`src/rtl/issue_stage_pkg.sv`:
```
// Shared types for the issue stage: decoded op encoding, default sizes and
// which source operands each op reads.
package issue_stage_pkg;

  localparam int DEF_XLEN = 32;
  localparam int DEF_NREG = 32;
  localparam int REG_W    = $clog2(DEF_NREG);

  typedef enum logic [2:0] {
    INSTR_INVAL  = 3'd0,
    INSTR_LUI    = 3'd1,
    INSTR_AUIPC  = 3'd2,
    INSTR_JAL    = 3'd3,
    INSTR_JALR   = 3'd4,
    INSTR_BRANCH = 3'd5,
    INSTR_ALU_R  = 3'd6,
    INSTR_ALU_I  = 3'd7
  } instr_op_t;

  function automatic logic op_uses_rs1(instr_op_t op);
    case (op)
      INSTR_JALR, INSTR_BRANCH, INSTR_ALU_R, INSTR_ALU_I: return 1'b1;
      default:                                            return 1'b0;
    endcase
  endfunction

  function automatic logic op_uses_rs2(instr_op_t op);
    case (op)
      INSTR_BRANCH, INSTR_ALU_R: return 1'b1;
      default:                   return 1'b0;
    endcase
  endfunction

endpackage

```
`src/rtl/issue_scoreboard.sv`:
```
// Pending-destination tracker: one busy bit per architectural register,
// x0 never busy. Flush wipes everything; set beats clear on the same reg.
module issue_scoreboard #(
  parameter int NREG = 32,
  localparam int RW  = $clog2(NREG)
) (
  input  logic          clk,
  input  logic          rst,
  input  logic          flush,
  input  logic          set_en,
  input  logic [RW-1:0] set_idx,
  input  logic          clr_en,
  input  logic [RW-1:0] clr_idx,
  input  logic [RW-1:0] rd1_idx,
  input  logic [RW-1:0] rd2_idx,
  output logic          rd1_busy,
  output logic          rd2_busy
);

  logic [NREG-1:0] busy;
  logic [NREG-1:0] busy_d;

  always_comb begin
    busy_d = busy;
    if (clr_en) busy_d[clr_idx] = 1'b0;
    if (set_en) busy_d[set_idx] = 1'b1;
    if (flush)  busy_d = '0;
    busy_d[0] = 1'b0;
  end

  always_ff @(posedge clk or negedge rst) begin
    if (!rst) busy <= '0;
    else      busy <= busy_d;
  end

  assign rd1_busy = busy[rd1_idx];
  assign rd2_busy = busy[rd2_idx];

endmodule

```
`src/rtl/issue_stage.sv`:
```
// Operand fetch / issue: regfile read with writeback bypass, RAW stall via
// scoreboard, and a single registered valid/ready slot towards exec.
module issue_stage import issue_stage_pkg::*; #(
  parameter int XLEN = DEF_XLEN,
  parameter int NREG = DEF_NREG,
  localparam int RW  = $clog2(NREG)
) (
  input  logic            clk,
  input  logic            rst,
  input  logic            flush,
  input  logic            in_valid,
  output logic            in_ready,
  input  instr_op_t       in_op,
  input  logic [RW-1:0]   in_rd,
  input  logic [RW-1:0]   in_rs1,
  input  logic [RW-1:0]   in_rs2,
  input  logic [XLEN-1:0] in_imm,
  input  logic [XLEN-1:0] in_pc,
  output logic [RW-1:0]   rf_rs1_addr,
  output logic [RW-1:0]   rf_rs2_addr,
  input  logic [XLEN-1:0] rf_rs1_data,
  input  logic [XLEN-1:0] rf_rs2_data,
  input  logic            wb_valid,
  input  logic [RW-1:0]   wb_rd,
  input  logic [XLEN-1:0] wb_val,
  output logic            out_valid,
  input  logic            out_ready,
  output instr_op_t       out_op,
  output logic [RW-1:0]   out_rd,
  output logic [XLEN-1:0] out_imm,
  output logic [XLEN-1:0] out_pc,
  output logic [XLEN-1:0] out_rs1_val,
  output logic [XLEN-1:0] out_rs2_val
);

  typedef struct packed {
    instr_op_t       op;
    logic [RW-1:0]   rd;
    logic [XLEN-1:0] imm;
    logic [XLEN-1:0] pc;
    logic [XLEN-1:0] rs1_val;
    logic [XLEN-1:0] rs2_val;
  } issue_pkt_t;

  issue_pkt_t pkt_d, pkt_q;
  logic       vld_q;
  logic       wb_hit1, wb_hit2;
  logic       busy1, busy2;
  logic       hazard, fire;

  assign rf_rs1_addr = in_rs1;
  assign rf_rs2_addr = in_rs2;

  assign wb_hit1 = wb_valid && (wb_rd == in_rs1);
  assign wb_hit2 = wb_valid && (wb_rd == in_rs2);

  always_comb begin
    pkt_d.op      = in_op;
    pkt_d.rd      = in_rd;
    pkt_d.imm     = in_imm;
    pkt_d.pc      = in_pc;
    pkt_d.rs1_val = (in_rs1 == '0) ? '0 : (wb_hit1 ? wb_val : rf_rs1_data);
    pkt_d.rs2_val = (in_rs2 == '0) ? '0 : (wb_hit2 ? wb_val : rf_rs2_data);
  end

  // A producer writing back this very cycle is not a hazard: the bypass covers it.
  assign hazard = (op_uses_rs1(in_op) && (in_rs1 != '0) && busy1 && !wb_hit1) ||
                  (op_uses_rs2(in_op) && (in_rs2 != '0) && busy2 && !wb_hit2);

  assign in_ready = !flush && !hazard && (!vld_q || out_ready);
  assign fire     = in_valid && in_ready;

  issue_scoreboard #(.NREG(NREG)) u_sb (
    .clk      (clk),
    .rst      (rst),
    .flush    (flush),
    .set_en   (fire && (in_rd != '0) && (in_op != INSTR_INVAL)),
    .set_idx  (in_rd),
    .clr_en   (wb_valid && (wb_rd != '0)),
    .clr_idx  (wb_rd),
    .rd1_idx  (in_rs1),
    .rd2_idx  (in_rs2),
    .rd1_busy (busy1),
    .rd2_busy (busy2)
  );

  always_ff @(posedge clk or negedge rst) begin
    if (!rst) begin
      vld_q <= 1'b0;
      pkt_q <= '0;
    end else if (fire) begin
      vld_q <= 1'b1;
      pkt_q <= pkt_d;
    end else if (flush || out_ready) begin
      vld_q <= 1'b0;
    end
  end

  assign out_valid   = vld_q;
  assign out_op      = pkt_q.op;
  assign out_rd      = pkt_q.rd;
  assign out_imm     = pkt_q.imm;
  assign out_pc      = pkt_q.pc;
  assign out_rs1_val = pkt_q.rs1_val;
  assign out_rs2_val = pkt_q.rs2_val;

endmodule
```
`config.mk`:
```
export PLATFORM = sky130hd
export DESIGN_NAME = issue_stage
export DESIGN_NICKNAME = d
export VERILOG_FILES = /design/src/rtl/issue_stage_pkg.sv /design/src/rtl/issue_scoreboard.sv /design/src/rtl/issue_stage.sv
export SDC_FILE = /design/constraint.sdc
export NUM_CORES = 1
export LEC_CHECK = 0
export ABC_AREA = 1
export CORE_ASPECT_RATIO = 0.9
export CORE_MARGIN = 2
export CORE_UTILIZATION = 49
export DETAILED_ROUTE_END_ITERATION = 16
export MAX_ROUTING_LAYER = met4
export PLACE_DENSITY = 0.87
export SYNTH_ARGS = -nofsm -noshare
export SYNTH_HDL_FRONTEND = slang
export SYNTH_SLANG_ARGS = --single-unit
```
`constraint.sdc`:
```
create_clock -name clk -period 4.18 [get_ports clk]
set_input_delay 0.418 -clock clk [delete_from_list [all_inputs] [get_ports clk]]
set_output_delay 0.418 -clock clk [all_outputs]
set_load 0.02 [all_outputs]
```
# After elaboration in Yosys (flattened, before gate mapping)
# Index checks and enable logic that the tools add are counted.
totals:
  word_cells: 76
  out_inout_bits: 148
  in_bits: 189
  regBits: 168
classes:
  n_reduce_logical: 34
  n_lt_le_gt_ge: 6
  bitwise_logic: 3
  mux: 19
  n_eq_ne: 6
op_table:
  columns: ["operator", "n"]
  rows:
  - ["$mux W32", 7]
  - ["$and A32 B32 Y32", 1]
  - ["$not A32 Y32", 1]
  - ["$or A32 B32 Y32", 1]
  - ["$lt A5 B6 Y1 const B", 4]
  - ["$reduce_bool A5 Y1", 4]
  - ["$logic_and A1 B1 Y1", 16]
  - ["$eq A3 B3 Y1 const B", 4]
  - ["$bmux W1 S5", 2]
  - ["$demux W1 S5", 2]
  - ["$eq A5 B5 Y1", 2]
  - ["$ge A5 B1 Y1 const B", 2]
  - ["$logic_not A5 Y1", 2]
  - ["$mux W1", 8]
  - ["$logic_not A1 Y1", 5]
  - ["$reduce_or A4 Y1", 1]
  - ["$logic_or A1 B1 Y1", 3]
  - ["$reduce_bool A3 Y1", 1]
  - ["$reduce_bool A2 Y1", 1]
  - ["$reduce_or A2 Y1", 1]

# Longest topological paths before layout
# Gate-level depths: netlist of the first run.
logic_depth:
  word_depth: 15
  depth_mapped: 18
  depth_no_buf: 15

# Cells and area by module
# A second synthesis of the first run with hierarchy kept.
hier_totals:
  hier_cells: 1206
  area_unflattened_um2: 8899.8
modules_own_cells:
  columns: ["mod", "instances", "cells_each", "area_each_um2"]
  rows:
  - ["issue_stage", 1, 888, 6751.5]
  - ["issue_scoreboard", 1, 318, 2148.3]

# Least setup slack after synthesis of the first run
# No wires, ideal clock.
synth_timing:
  kind: "input to register"
  start: "input port in_rs2[1]"
  end: "register pkt_q, in the netlist out_rs1_val[0]"
  slack_ns: 2.113
  path_stages: 16
  arrival_time_ns: 1.949
  cell_sequence: "buf_2 -> clkinv_2 -> nand3_1 -> nor2_1 -> nor2_1 -> nand2_1 -> inv_2 -> nand3_1 -> nand2_1 -> nor2_4 -> nand2_2 -> buf_6 -> buf_6 -> buf_6 -> nand2_1 -> nand2_1"
synth_via:
  elab_chain_cells: 9
  word_cells_on_any_way: 14
  cone_classes: "eq/ne: 1; mux: 2; reduce/logical: 11"
synth_lines:
  columns: ["item", "line_no", "text"]
  rows:
  - ["from (decl)", "issue_stage.sv:16", "input logic [RW-1:0] in_rs2,"]
  - ["$bmux W1 S5, or another cell as far along", "issue_scoreboard.sv:37", "assign rd2_busy = busy[rd2_idx];"]
  - ["$mux W1 (implied by the code), or another cell as far along", "issue_scoreboard.sv:37", null]
  - ["$logic_and A1 B1 Y1 / $logic_not A1 Y1 (equally long branches)", "issue_stage.sv:68", "(op_uses_rs2(in_op) && (in_rs2 != '0) && busy2 && !wb_hit2);"]
  - ["$logic_and A1 B1 Y1 (*)", "issue_stage.sv:68", null]
  - ["$logic_or A1 B1 Y1 (*)", "issue_stage.sv:67", "assign hazard = (op_uses_rs1(in_op) && (in_rs1 != '0) && busy1 && !wb_hit1) ||"]
  - ["$logic_not A1 Y1 (*)", "issue_stage.sv:70", "assign in_ready = !flush && !hazard && (!vld_q || out_ready);"]
  - ["$logic_and A1 B1 Y1 (*) (2 in series)", "issue_stage.sv:70", null]
  - ["$logic_and A1 B1 Y1 (*)", "issue_stage.sv:71", "assign fire = in_valid && in_ready;"]
  - ["to (signal assigned)", "issue_stage.sv:93", "pkt_q <= pkt_d;"]
  - ["to (decl)", "issue_stage.sv:45", "issue_pkt_t pkt_d, pkt_q;"]
# Mark *: on every way between the ends. The rest lies on a longest branch, timed or not. The select of a mux whose other input is x is not followed.
# A chain may end at the register's enable or synchronous reset.

# Worst setup path after layout of the first run
layout_timing:
  start: "input port in_rs2[1]"
  end: "output port in_ready"
layout_via:
  elab_chain_cells: 8
  word_cells_on_any_way: 13
  cone_classes: "eq/ne: 1; mux: 2; reduce/logical: 10"
layout_lines:
  columns: ["item", "line_no", "text"]
  rows:
  - ["$bmux W1 S5, or another cell as far along", "issue_scoreboard.sv:37", null]
  - ["$mux W1 (implied by the code), or another cell as far along", "issue_scoreboard.sv:37", null]
  - ["$logic_and A1 B1 Y1 / $logic_not A1 Y1 (equally long branches)", "issue_stage.sv:68", null]
  - ["$logic_and A1 B1 Y1 (*)", "issue_stage.sv:68", null]
  - ["$logic_or A1 B1 Y1 (*)", "issue_stage.sv:67", null]
  - ["$logic_not A1 Y1 (*)", "issue_stage.sv:70", null]
  - ["$logic_and A1 B1 Y1 (*) (2 in series)", "issue_stage.sv:70", null]
  - ["to (decl)", "issue_stage.sv:12", "output logic in_ready,"]
# Marks and branches as above.

==> results_tabular.tex, run 1 <==
\begin{tabular}{lr}
\hline
Metric & Value \\
\hline
\multicolumn{2}{l}{\textbf{Synth}} \\
\quad Syn Area/Cell & 7.114 µm² \\
\quad Portion of netlist area occupied by mux cells & between 3 and 4\% \\
\quad Cell type contributing the most total cell area after synthesis & sky130\_fd\_sc\_hd\_\_dfrtp\_1 \\
\quad Fraction of the mapped netlist area in compound gates & 5.773\% \\
\quad Fraction of the yosys area taken by sequential cells & around 45\% \\
\quad Number of different library cells in the post-synthesis netlist & 25 \\
\quad Adder-cell share of the synthesized area & 0\% \\
\quad Cell count after synthesis & 1,301 \\
\quad Xor and xnor fraction of the mapped netlist area & 0.1893\% \\
\quad Flops \& latches, synth & 168 \\
\quad Most area-consuming cells after synthesis & sky130\_fd\_sc\_hd\_\_dfrtp\_1 45\%, sky130\_fd\_sc\_hd\_\_nand2\_1 23\%, sky130\_fd\_sc\_hd\_\_nor2\_1 4.9\% \\
\quad Yosys warning count & 0 \\
\quad Net count of the mapped netlist & 1,490 \\
\quad Largest family of logic cells by synthesized area & simple AND/OR/NAND/NOR gates \\
\quad Simple-Gate Fraction of Synth Area & between 30\% and 40\% \\
\quad Cell area after synthesis & 9255 µm² \\
\quad Top cell type's share of synthesized area & 45.42\% \\
\multicolumn{2}{l}{\textbf{Floorplanning}} \\
\quad Core outline area & 18,470 µm² \\
\quad X dimension of the die & 148.9 µm \\
\quad Placement row count & 47 \\
\quad I/O pin total & 337 \\
\quad Die ar. & 20,000 µm² \\
\quad Die extent in y & 134.4 µm \\
\quad Initial standard-cell utilization of the core & 50.12\% \\
\multicolumn{2}{l}{\textbf{Setup path}} \\
\quad Top delay family on crit path & buffers and inverters \\
\quad Critical path capture point type & output pin \\
\quad Crit path launch & in\_rs2[1] \\
\quad Worst path max stage delay & 0.73 ns \\
\quad Setup crit start kind & input port \\
\quad Maximum fanout along the worst path & 13 \\
\quad Number of buffer and inverter stages on the critical path & 3 \\
\quad CP Cell Sequence & clkdlybuf4s50\_1, clkinv\_2, nand3\_1, nand3\_1, nand3\_1, nand2\_1, nand3\_1, nand2\_1, nor2\_4, clkdlybuf4s50\_1 \\
\quad Type of the setup path with the least slack & in -> out \\
\quad Arrival @ worst endpoint & roughly 3.0 ns \\
\quad Master of the slowest instance on the critical path & sky130\_fd\_sc\_hd\_\_clkdlybuf4s50\_1 \\
\quad Most common cell type on the critical path & sky130\_fd\_sc\_hd\_\_nand3\_1 \\
\quad Worst Path Required & 3.76 ns \\
\quad Startpoint of the worst-slack reg-to-reg timing path & u\_sb.busy[3] \\
\multicolumn{2}{l}{\textbf{Clocking}} \\
\quad H-tree levels & 4 \\
\quad Clock sink count & 168 \\
\quad Clock transition at the registers of the reported paths & 0.07 ns \\
\quad Post CTS Setup Buffer Count & 0 \\
\quad Maximum clock insertion buffer count & 2 \\
\quad Hold bufs inserted after CTS & 0 \\
\quad Quantity of gates resized following cts & 0 \\
\quad Root Buffer Master & sky130\_fd\_sc\_hd\_\_clkbuf\_16 \\
\quad Inserted Clock Buffers & 17 \\
\quad TritonCTS clock tree & yes \\
\quad Insertion delay of the later-clocked pin in the worst-skew pair & 0.43 ns \\
\multicolumn{2}{l}{\textbf{Power and ir drop}} \\
\quad VDD IR max & 0.3744 mV \\
\quad Areal power density over the cells & 441.6 nW/µm² \\
\quad Static Leakage & approximately 0.0065 µW \\
\multicolumn{2}{l}{\textbf{Final layout}} \\
\quad Commonest non-fill, non-tap cells in the layout & 578 x sky130\_fd\_sc\_hd\_\_nand2\_1, 335 x sky130\_fd\_sc\_hd\_\_clkdlybuf4s50\_1, 168 x sky130\_fd\_sc\_hd\_\_dfrtp\_1, 119 x sky130\_fd\_sc\_hd\_\_nor2\_1 \\
\quad Final net count & between 1.5k and 2k \\
\quad Count of filler cells inserted in the layout & around 1.5k \\
\quad Fin cells & 1,854 \\
\quad Most common library cell in the layout ignoring fill and taps & sky130\_fd\_sc\_hd\_\_nand2\_1 \\
\quad Core utilization of the finished layout & between 70 and 80\% \\
\quad Share of final-layout standard cells stronger than drive strength 1 & 6.172\% \\
\quad Relative area change from synthesis to final layout & 42.91\% \\
\multicolumn{2}{l}{\textbf{Timing}} \\
\quad Remaining max-slew budget at the tightest pin & 42.63\% \\
\quad Worst hold slack & 0.07604 ns \\
\quad Final count of hold timing violations & 0 \\
\quad Shortest clock period the worst path allows after layout & 3.453 ns \\
\quad Tightest Pin Transition & 0.8605 ns \\
\quad Final critical-path share of the clock period & between 80\% and 90\% \\
\quad Final worst-path setup slack & $\sim$0.73 ns \\
\quad Unrepaired setup endpoints after global routing & no \\
\quad Number of setup violations in the final report & 0 \\
\quad Slew Viols, Final & 0 \\
\quad Clock Skew & 0.01914 ns \\
\quad Highest attainable clock frequency & 0.2896 GHz \\
\quad Setup TNS & 0 ns \\
\multicolumn{2}{l}{\textbf{Drt}} \\
\quad Vias/cell & 5.323 \\
\quad Number of routed nets with antenna violations & 0 \\
\quad Detail-routed net length per standard cell & 18.23 µm \\
\quad Detailed Routing Iterations Pass 1 & 7 \\
\quad Number of DRC violations after detailed routing & 0 \\
\quad Number of DRC markers after the initial detailed-route iteration & 902 \\
\quad Sum of routed wire length over all layers & 33.80 mm \\
\quad Total vias in the final route & around 10k \\
\multicolumn{2}{l}{\textbf{GRT}} \\
\quad Vias in the first global route & 9,374 \\
\quad Initial antenna violation count & 5 \\
\quad Global-route congestion overflow total & 0 \\
\quad Largest net degree at the start of global routing & 146 \\
\quad Overall global routing resource usage & 34.60\% \\
\quad Wire length of the first global-routing pass & 51.85 mm \\
\multicolumn{2}{l}{\textbf{Placed design}} \\
\quad Port Buf Inserts & 336 \\
\quad Final weighted congestion in routability-driven placement & 1.013 \\
\quad Worst slack after detailed placement & 0.7699 ns \\
\quad Detailed placement HPWL & 24.73 mm \\
\quad Total instance count after detailed placement & around 1.8k \\
\multicolumn{2}{l}{\textbf{Job}} \\
\quad Count of maximum capacitance violations & 0 \\
\multicolumn{2}{l}{\textbf{Status}} \\
\quad Result of the run & completed \\
\multicolumn{2}{l}{\textbf{Hold path}} \\
\quad Worst hold path type & in -> async \\
\hline
\end{tabular}
==> logic make-up after synthesis <==
logic type | Yosys count
compound gates | 101
xor+xnor | 2
buf+inv | 175
flops | 168
mux | 32
simple gates | 823
==> layer usage <==
| metal | global-route usage [%] | vias up | wire [µm] | share of wire [%] |
|---|---|---|---|---|
| met3 | 8.333 | 81 | 3327 | 9.8 |
| met4 | 13.97 | 0 | 1226 | 3.6 |
| li1 | - | 4662 | - | - |
| met2 | 51.98 | 542 | 15660 | 46 |
| met1 | 45.33 | 4583 | 13590 | 40 |
| met5 | - | - | 0 | 0 |
==> per-stage QoR <==
step	cell area [µm²]	total power, µW
2_1_floorplan	9255	3145
3_3_place_gp	12620	4184
3_5_place_dp	12620	4228
4_1_cts	13210	5857
5_1_grt	13230	6110
6_report	13230	5841
==> sequential cells by signal, summed over array words and instances, names as in the netlist <==
name	cells
out_pc	32
out_op	3
out_imm	32
out_rs2_val	32
out_rs1_val	32
u_sb.busy	31
out_rd	5
out_valid	1
==> final timing paths <==
check / end / slack (ns) / depth (start not counted)
worst max-delay path: in_ready / 0.73 / 10
worst min-delay path: out_rs2_val[22] / 0.08 / 1
worst max register to register: out_rs1_val[22] / 1.59 / 16
worst min register to register: out_rs2_val[23] / 0.48 / 2
max in group asynchronous: out_rs2_val[17] / 3.04 / 2
min in group clk: out_rs2_val[23] / 0.48 / 2
==> cell type report <==
| class | instances | area (µm²) | share of cell area [%] |
|---|---|---|---|
| timing repair buffer | 355 | 3532 | 26.71 |
| antenna | 5 | 12.51 | 0.09460 |
| clock buffer | 18 | 439.2 | 3.320 |
| inverter | 92 | 349.1 | 2.639 |
| multi-input combinational | 958 | 4224 | 31.94 |
| tap | 245 | 306.5 | 2.318 |
| sequential | 168 | 4204 | 31.79 |
| clock inverter | 13 | 158.9 | 1.201 |
==> report_power, final <==
group	internal (µW)	switching (µW)
logic	938	1130
registers	1960	194
clock network	913	704
total	3810	2030
==> synthesized netlist by cell type <==
cell type	instances
sky130_fd_sc_hd__inv_1	81
sky130_fd_sc_hd__a21boi_0	1
sky130_fd_sc_hd__dfrtp_1	168
sky130_fd_sc_hd__nor2_4	1
sky130_fd_sc_hd__xor2_1	2
sky130_fd_sc_hd__buf_2	21
sky130_fd_sc_hd__nor3_1	7
sky130_fd_sc_hd__nand4_1	33
sky130_fd_sc_hd__buf_4	24
sky130_fd_sc_hd__clkinv_2	1
sky130_fd_sc_hd__buf_6	8
sky130_fd_sc_hd__nor2_1	120
sky130_fd_sc_hd__nand2_1	578
sky130_fd_sc_hd__o21a_1	4
sky130_fd_sc_hd__o211ai_1	6
sky130_fd_sc_hd__o21ai_0	15
sky130_fd_sc_hd__o22ai_1	1
sky130_fd_sc_hd__mux2_2	32
sky130_fd_sc_hd__o21ai_1	9
sky130_fd_sc_hd__inv_2	10
sky130_fd_sc_hd__nand3_2	2
sky130_fd_sc_hd__a21oi_1	65
sky130_fd_sc_hd__clkbuf_1	30
sky130_fd_sc_hd__nand3_1	81
sky130_fd_sc_hd__nand2_2	1
Power figures use the tool's default switching activity.
==> inputs of run 2 (changes only) <==
--- a/config.mk
+++ b/config.mk
@@ -8,10 +8,10 @@
 export ABC_AREA = 1
 export CORE_ASPECT_RATIO = 0.9
 export CORE_MARGIN = 2
-export CORE_UTILIZATION = 49
+export CORE_UTILIZATION = 46
 export DETAILED_ROUTE_END_ITERATION = 16
 export MAX_ROUTING_LAYER = met4
-export PLACE_DENSITY = 0.87
+export PLACE_DENSITY = 0.82
 export SYNTH_ARGS = -nofsm -noshare
 export SYNTH_HDL_FRONTEND = slang
 export SYNTH_SLANG_ARGS = --single-unit
==> constraint.sdc (replaced) <==
create_clock -name clk -period 3.5 [get_ports clk]
set_input_delay 0.35 -clock clk [delete_from_list [all_inputs] [get_ports clk]]
set_output_delay 0.35 -clock clk [all_outputs]
set_load 0.02 [all_outputs]
==> results_tabular.tex, run 2 (synthesized netlist as in run 1, its figures left out) <==
\begin{tabular}{lr}
\hline
Metric & Value \\
\hline
\multicolumn{2}{l}{\textbf{Setup path}} \\
\quad Worst setup slack for register-to-register paths & 1.25 ns (-0.34 ns) \\
\quad Maximum fanout along the worst path & 10 (-3) \\
\quad Type of the setup path with the least slack & in -> out \\
\quad Startpoint of the worst-slack reg-to-reg timing path & u\_sb.busy[3] \\
\quad Arrival @ worst endpoint & 2.70 ns (-0.34 ns) \\
\quad Crit path launch & in\_rs2[1] \\
\quad Reg-to-reg critical path endpoint & out\_rs1\_val[10] \\
\quad Setup crit start kind & input port \\
\quad Critical path capture point type & output pin \\
\quad R2R depth & 16 (unchanged) \\
\quad Worst Path Required & 3.15 ns (-0.61 ns) \\
\multicolumn{2}{l}{\textbf{Clocking}} \\
\quad Maximum clock insertion buffer count & 2 (unchanged) \\
\quad H-tree levels & 4 (unchanged) \\
\quad Post CTS Setup Buffer Count & 0 (unchanged) \\
\quad Clock sink count & 168 (unchanged) \\
\quad Quantity of gates resized following cts & 0 (unchanged) \\
\quad Root Buffer Master & sky130\_fd\_sc\_hd\_\_clkbuf\_16 \\
\quad Inserted Clock Buffers & 17 (unchanged) \\
\quad Insertion delay of the later-clocked pin in the worst-skew pair & 0.44 ns (about the same) \\
\quad Hold bufs inserted after CTS & 0 (unchanged) \\
\quad TritonCTS clock tree & yes \\
\quad Clock transition at the registers of the reported paths & 0.08 ns (about the same) \\
\multicolumn{2}{l}{\textbf{Floorplanning}} \\
\quad I/O pin total & 337 (unchanged) \\
\quad Die ar. & 21,270 µm² (+6.3\%) \\
\quad Die extent in y & 138.6 µm (+3.1\%) \\
\quad Core outline area & 19,860 µm² (+7.6\%) \\
\quad X dimension of the die & 153.5 µm (+3.1\%) \\
\quad Placement row count & 49 (+4.3\%) \\
\quad Initial standard-cell utilization of the core & 46.59\% (-3.5 points) \\
\multicolumn{2}{l}{\textbf{Drt}} \\
\quad Sum of routed wire length over all layers & 33.30 mm (-1.5\%) \\
\quad Number of DRC markers after the initial detailed-route iteration & 930 (+3.1\%) \\
\quad Total vias in the final route & 9,826 (-0.43\%) \\
\quad Number of routed nets with antenna violations & 0 (unchanged) \\
\quad Detailed Routing Iterations Pass 1 & 5 (-2) \\
\quad Detail-routed net length per standard cell & 17.84 µm (-2.2\%) \\
\quad Number of DRC violations after detailed routing & 0 (unchanged) \\
\quad Vias/cell & 5.263 (-1.1\%) \\
\multicolumn{2}{l}{\textbf{Final layout}} \\
\quad Most common library cell in the layout ignoring fill and taps & sky130\_fd\_sc\_hd\_\_nand2\_1 \\
\quad Final instance area & 13,270 µm² (+0.30\%) \\
\quad Final net count & 1,784 (+0.17\%) \\
\quad Commonest non-fill, non-tap cells in the layout & 578 x sky130\_fd\_sc\_hd\_\_nand2\_1, 335 x sky130\_fd\_sc\_hd\_\_clkdlybuf4s50\_1, 168 x sky130\_fd\_sc\_hd\_\_dfrtp\_1, 119 x sky130\_fd\_sc\_hd\_\_nor2\_1 \\
\quad Share of final-layout standard cells stronger than drive strength 1 & 6.405\% (+0.23 points) \\
\quad Relative area change from synthesis to final layout & 43.34\% \\
\multicolumn{2}{l}{\textbf{Placed design}} \\
\quad Placed Area & 12,680 µm² (+0.48\%) \\
\quad Final weighted congestion in routability-driven placement & 1.025 (+1.2\%) \\
\quad Port Buf Inserts & 336 (unchanged) \\
\quad Worst slack after detailed placement & 0.4419 ns (-0.3280 ns) \\
\quad Detailed placement HPWL & 24.25 mm (-1.9\%) \\
\multicolumn{2}{l}{\textbf{GRT}} \\
\quad Global-route congestion overflow total & 0 (unchanged) \\
\quad Vias in the first global route & 9,326 (-0.51\%) \\
\quad Overall global routing resource usage & 32.03\% (-2.6 points) \\
\quad Wire length of the first global-routing pass & 51.73 mm (-0.23\%) \\
\quad Initial antenna violation count & 3 (-2) \\
\quad Largest net degree at the start of global routing & 146 (unchanged) \\
\multicolumn{2}{l}{\textbf{Power and ir drop}} \\
\quad Areal power density over the cells & 519.5 nW/µm² (+18\%) \\
\quad Static Leakage & 0.006484 µW (+0.15\%) \\
\quad Total power of the final layout & 6892 µW (+18\%) \\
\quad VDD IR max & 0.3539 mV (-5.5\%) \\
\multicolumn{2}{l}{\textbf{Timing}} \\
\quad Worst hold slack & -0.009836 ns (-0.08588 ns) \\
\quad Final worst-path setup slack & 0.4546 ns (-0.2722 ns) \\
\quad Final count of hold timing violations & 4 (+4) \\
\quad Tightest Pin Transition & 0.9992 ns (+0.1387 ns) \\
\quad Final critical-path share of the clock period & $\sim$87\% \\
\quad Slew Viols, Final & 0 (unchanged) \\
\quad Highest attainable clock frequency & approximately 0.33 GHz \\
\quad Remaining max-slew budget at the tightest pin & 33.39\% (-9.2 points) \\
\quad Clock Skew & 0.01867 ns (-0.0004729 ns) \\
\quad Number of setup violations in the final report & 0 (unchanged) \\
\quad Unrepaired setup endpoints after global routing & no \\
\quad Shortest clock period the worst path allows after layout & a little over 3 ns \\
\quad Setup TNS & 0 ns (unchanged) \\
\multicolumn{2}{l}{\textbf{Job}} \\
\quad Count of maximum capacitance violations & 0 (unchanged) \\
\multicolumn{2}{l}{\textbf{Status}} \\
\quad Violated checks & hold timing \\
\quad Result of the run & complete, but fails checks \\
\multicolumn{2}{l}{\textbf{Hold path}} \\
\quad Worst hold path type & in -> async \\
\hline
\end{tabular}
-- run 2: cell count changes in the layout (fill, tap and decap cells not counted) --
cell                         before  now
sky130_fd_sc_hd__buf_12           2    4
sky130_fd_sc_hd__buf_4           17   18
sky130_fd_sc_hd__bufinv_16        2    0
sky130_fd_sc_hd__clkbuf_8         1    0
sky130_fd_sc_hd__clkinv_4         3    2
sky130_fd_sc_hd__clkinv_8         0    2
sky130_fd_sc_hd__clkinvlp_4       1    2
sky130_fd_sc_hd__diode_2          5    4
sky130_fd_sc_hd__inv_6            3    2
sky130_fd_sc_hd__inv_8            3    6
-- run 2: report_power, final --
| group | internal (µW) | total [µW] | switching, µW |
|---|---|---|---|
| sequential | 2340 | 2560 | 222 |
| combinational | 1130 | 2460 | 1340 |
| clock | 954 | 1870 | 916 |
| total | 4420 | 6890 | 2470 |
-- run 2: layer usage --
metal / vias to the layer above / track usage [%] / part of all wire (%)
met5: - / - / 0
met4: 0 / 16.66 / 4.8
met3: 92 / 5.594 / 8.3
met2: 500 / 48.14 / 46
met1: 4569 / 41.73 / 41
li1: 4665 / - / -
-- run 2: worst max path at each step --
stage | to | slack, ns | cells past startpoint
after detailed placement | in_ready | 0.44 | 10
after global placement | in_ready | 0.46 | 10
after CTS | in_ready | 0.46 | 10
after global routing | in_ready | 0.29 | 10
after floorplan | out_rs1_val[0] | 1.50 | 16
final | in_ready | 0.45 | 10
-- run 2: through the flow --
stage               utilization (%)  instances
floorplan                         -       1301
global placement              63.81       1831
detailed placement            63.81       1831
CTS                           66.74       1863
global route                  66.77       1866
finish                        66.79       1867
-- run 2: cell type report --
class | count | area, µm²
tap | 255 | 319.1
multi-input combinational | 958 | 4224
fill | 1678 | 6598
clock inverter | 15 | 155.1
timing repair buffer | 358 | 3580
sequential | 168 | 4204
inverter | 92 | 349.1
antenna | 4 | 10.01
clock buffer | 17 | 425.4
-- run 2: critical path, stage by stage --
cell                              delay, ns
sky130_fd_sc_hd__clkdlybuf4s50_1       0.69
sky130_fd_sc_hd__clkinv_2              0.24
sky130_fd_sc_hd__nor2_1                0.15
sky130_fd_sc_hd__nor2_1                0.05
sky130_fd_sc_hd__nor2_1                0.09
sky130_fd_sc_hd__nand2_1               0.08
sky130_fd_sc_hd__nand3_1               0.08
sky130_fd_sc_hd__nand2_1               0.12
sky130_fd_sc_hd__nor2_4                0.19
sky130_fd_sc_hd__clkdlybuf4s50_1       0.64
==> RTL edit 1 (settings of run 2) <==
Set the package constant `DEF_XLEN` to 24 (it was 32).
--- a/src/rtl/issue_stage_pkg.sv
+++ b/src/rtl/issue_stage_pkg.sv
@@ -3,5 +3,5 @@
 package issue_stage_pkg;
 
-  localparam int DEF_XLEN = 32;
+  localparam int DEF_XLEN = 24;
   localparam int DEF_NREG = 32;
   localparam int REG_W    = $clog2(DEF_NREG);
Ports: changed (9 resized); port bits go from 337 to 265. No check against the original RTL was run, so the function may have changed too.
==> RTL edit 1 against run 2 <==
- first-iteration DRC count decreased by 31%
- worst setup slack got worse by 0.073 ns
- synthesized cell count decreased by 27%
- global-route usage decreased by 0.82 points
- non-clock buffer count decreased by 76
- total power decreased by 19%
- via count decreased by 22%
- sequential power decreased by 22%
- area after synthesis decreased by 22%
- sequential cell count decreased by 32
- wire length decreased by 22%
- final cell count decreased by 25%
- final area decreased by 20%
==> RTL edit 1: results <==
[sta]
clock_skew_ns = 0.01072
period_needed_ns = 3.118
final.hold.worst_slack_ns = 0.4583

[worst_setup_path]
critPathMaxFanout = 14
worstPathArrival_ns = 2.77
critical_path.reg2reg.startpoint = "u_sb.busy[14]$_DFF_PN0_"
worst-r2r-cell-count = 13
timing.critical_path.slowest_cell_delay_ns = 0.82

[synth]
yosys-mux-area-fraction_pct = 3.722
post_synth_xor_area_fraction_pct = 0.2413
netlist-cell-type-count = 27
synth_cells = 952
synth_area_leaders = "sky130_fd_sc_hd__dfrtp_1 (47%), sky130_fd_sc_hd__nand2_1 (17%), sky130_fd_sc_hd__nand3_1 (5.2%)"
synth_compound_gate_area_share_pct = 11.63
synthTopCellsByCount = "sky130_fd_sc_hd__nand2_1 (333), sky130_fd_sc_hd__dfrtp_1 (136), sky130_fd_sc_hd__nand3_1 (76)"
synth.yosys.seq_area_share_pct = 46.87
postSynthNetCount = 1101

[placement]
numPlacedInstances = 1367
io_buffer_count = 264
postPlaceCellArea_sq_mm = 0.009952
place_hpwl_um = 18530
dpl_worst_slack_ns = 0.3905
final_estimated_routing_congestion_in_global_placement = 0.9201

[run_status]
status = "complete, no violations"

[cts]
cts_hold_repair.buffers = 1
clkSlewWorstSetupHoldPaths_ns = 0.06

[pwr]
vdd_ir_drop_max_mv = 0.4237
p_leak_nw = 4.935

[detailed_routing]
vias = 7660
initialDrtViolationCount = 638
wl_per_cell_um = 18.45
wl_um = 25860

[layout]
layout-drive-gt1-share_pct = 7.095

[global_route]
largest_net_degree_at_the_start_of_global_routing = 114
grt_pass1_vias = 7077
wire_length_of_the_first_global_routing_pass_um = 38580
## RTL edit 1: power by group
group	internal, mW	switching (mW)
combinational	0.790	0.929
sequential	1.84	0.156
clock	1.13	0.713
## RTL edit 1: layout make-up
type,instances,area [sq um]
fill,1237,4873
sequential,136,3403
multi-input combinational,674,3227
timing repair buffer,282,2801
clock buffer,19,432.9
inverter,74,277.8
tap,202,252.7
clock inverter,13,170.2
antenna,1,2.502
## RTL edit 1: kinds of logic (layout without fill, tap and decap cells)
kind of cell | Yosys count | count (layout)
buffers and inverters | 142 | 388
AO/OA/AOI/OAI | 145 | 145
flip-flops | 136 | 136
AND/OR/NAND/NOR | 503 | 503
multiplexers | 24 | 24
XOR/XNOR | 2 | 2
other | 0 | 1
## RTL edit 1: routing by layer
layer / part of all wire, % / vias to the layer above / global-route usage (%)
li1: - / 3590 / -
met1: 42 / 3605 / 40.67
met2: 45 / 395 / 46.80
met3: 8.3 / 70 / 7.831
met4: 4.0 / 0 / 12.89
met5: 0 / - / -
==> RTL edit 2 (flow settings as in run 2) <==
Without the edit above. Make the reset (`rst`) synchronous in 2 clocked blocks.
--- a/src/rtl/issue_scoreboard.sv
+++ b/src/rtl/issue_scoreboard.sv
@@ -29,5 +29,5 @@
   end
 
-  always_ff @(posedge clk or negedge rst) begin
+  always_ff @(posedge clk) begin
     if (!rst) busy <= '0;
     else      busy <= busy_d;
--- a/src/rtl/issue_stage.sv
+++ b/src/rtl/issue_stage.sv
@@ -85,5 +85,5 @@
   );
 
-  always_ff @(posedge clk or negedge rst) begin
+  always_ff @(posedge clk) begin
     if (!rst) begin
       vld_q <= 1'b0;
Function: differs if rst is asserted again (counterexample within 4 cycles, from zero or initial values and one cycle with rst low); with rst held inactive, the same outputs for 4 cycles.
==> RTL edit 2 against run 2 <==
- total power down 22%
- sequential cell count is the same
- synthesized cell count fell by 1.8%
- critical path depth increased by 4
- clock skew about the same
- worst setup slack got worse by 0.0015 ns
- clock power rose by 7%
- final area fell by 6.6%
- combinational power shrank 48%
- wire length is 1.6% higher
- area after synthesis decreased by 9.7%
- core utilization is 3.1 points higher
- first-iteration DRC count up 4.7%
- critical endpoint unchanged
- largest cell class unchanged
- highest routed layer unchanged
==> RTL edit 2: results <==
[run_status]
status = "complete, no violations"

[synth]
synth_area_leaders = "sky130_fd_sc_hd__dfxtp_1 (40%), sky130_fd_sc_hd__nor2_1 (15%), sky130_fd_sc_hd__nand2_1 (7.7%)"
yosys-mux-area-fraction_pct = 0
postSynthNetCount = 1466
synth_cells = 1277
synth_compound_gate_area_share_pct = 17.87
synthTopCellsByCount = "sky130_fd_sc_hd__nor2_1 (324), sky130_fd_sc_hd__nand2_1 (172), sky130_fd_sc_hd__dfxtp_1 (168)"
post_synth_xor_area_fraction_pct = 0.1048
asyncSetResetFlopFracSynth_pct = 0
netlist-cell-type-count = 31
synth.yosys.seq_area_share_pct = 40.23

[sta]
clock_skew_ns = 0.01862

[min_path]
holdCritPathClass = "primary input to flip-flop"

[global_route]
largest_net_degree_at_the_start_of_global_routing = 84
grt_pass1_vias = 9069
gr-usage-all-layers_pct = 34.99
wire_length_of_the_first_global_routing_pass_um = 51860

[placement]
dpl_worst_slack_ns = 0.3472
numPlacedInstances = 1773
final_estimated_routing_congestion_in_global_placement = 0.9866
place_hpwl_um = 24450
postPlaceCellArea_sq_mm = 0.01176

[detailed_routing]
wl_um = 33830
initialDrtViolationCount = 974
vias = 10010
detail_route.vias_per_cell = 5.537
drt_first_pass_iters = 6

[cts]
cts_repair_resize_count = 0
numCtsBuffers = 17

[layout]
multi_input_combinational_cell_area_sq_mm = 0.004217
fillerInstances = 1577
finalNetCount = 1741
layout-drive-gt1-share_pct = 4.920

[pwr]
vdd_ir_drop_max_mv = 0.3816
p_leak_nw = 4.900
internal_power_consumption_mw = 3.751

[worst_setup_path]
critPathMaxFanout = 13
critical_path.slowest_cell = "sky130_fd_sc_hd__clkdlybuf4s50_1"
timing.critical_path.slowest_cell_delay_ns = 0.55
[RTL edit 2: area by class of cell]
type | count | share of cell area (%)
timing repair buffer | 360 | 28.89
clock inverter | 14 | 1.515
clock buffer | 18 | 3.465
sequential | 168 | 27.15
inverter | 80 | 2.445
tap | 240 | 2.424
antenna | 3 | 0.06061
multi-input combinational | 925 | 34.04
[RTL edit 2: cell families after synthesis]
logic type      Yosys count
flops                   168
xor+xnor                  1
buf+inv                 184
compound gates          288
simple gates            636
[RTL edit 2: power groups by stage]
stage / combinational [mW] / sequential, mW / clock [mW]
3_5_place_dp: 1.26 / 2.14 / 0
3_3_place_gp: 1.24 / 2.14 / 0
6_report: 1.27 / 2.10 / 2.00
5_1_grt: 1.36 / 2.11 / 2.10
2_1_floorplan: 0.481 / 2.28 / 0
4_1_cts: 1.26 / 2.10 / 2.02
[RTL edit 2: worst paths after layout]
check / start / to / depth (start not counted) / slack (ns)
max: in_rs1[0] / in_ready / 14 / 0.45
min: rst / out_rs1_val[19]$_SDFFE_PN0P_ / 3 / 0.42
max reg2reg: u_sb.busy[19]$_SDFF_PP0_ / out_rs2_val[11]$_SDFFE_PN0P_ / 14 / 1.16
min reg2reg: u_sb.busy[2]$_SDFF_PP0_ / u_sb.busy[2]$_SDFF_PP0_ / 2 / 0.47
[RTL edit 2: worst max-delay path: cells and delay by family]
| family | cells | cell delay [ns] |
|---|---|---|
| buffers and inverters | 4 | 1.40 |
| and+or+nand+nor | 10 | 0.95 |
[RTL edit 2: per-layer routing]
layer	up-vias	routed length, um	share of wire [%]	GRT usage, %
li1	4773	-	-	-
met1	4623	13980	41	43.74
met2	555	15640	46	55.50
met3	60	3162	9.3	8.962
met4	0	1039	3.1	11.43
met5	-	0	0	-
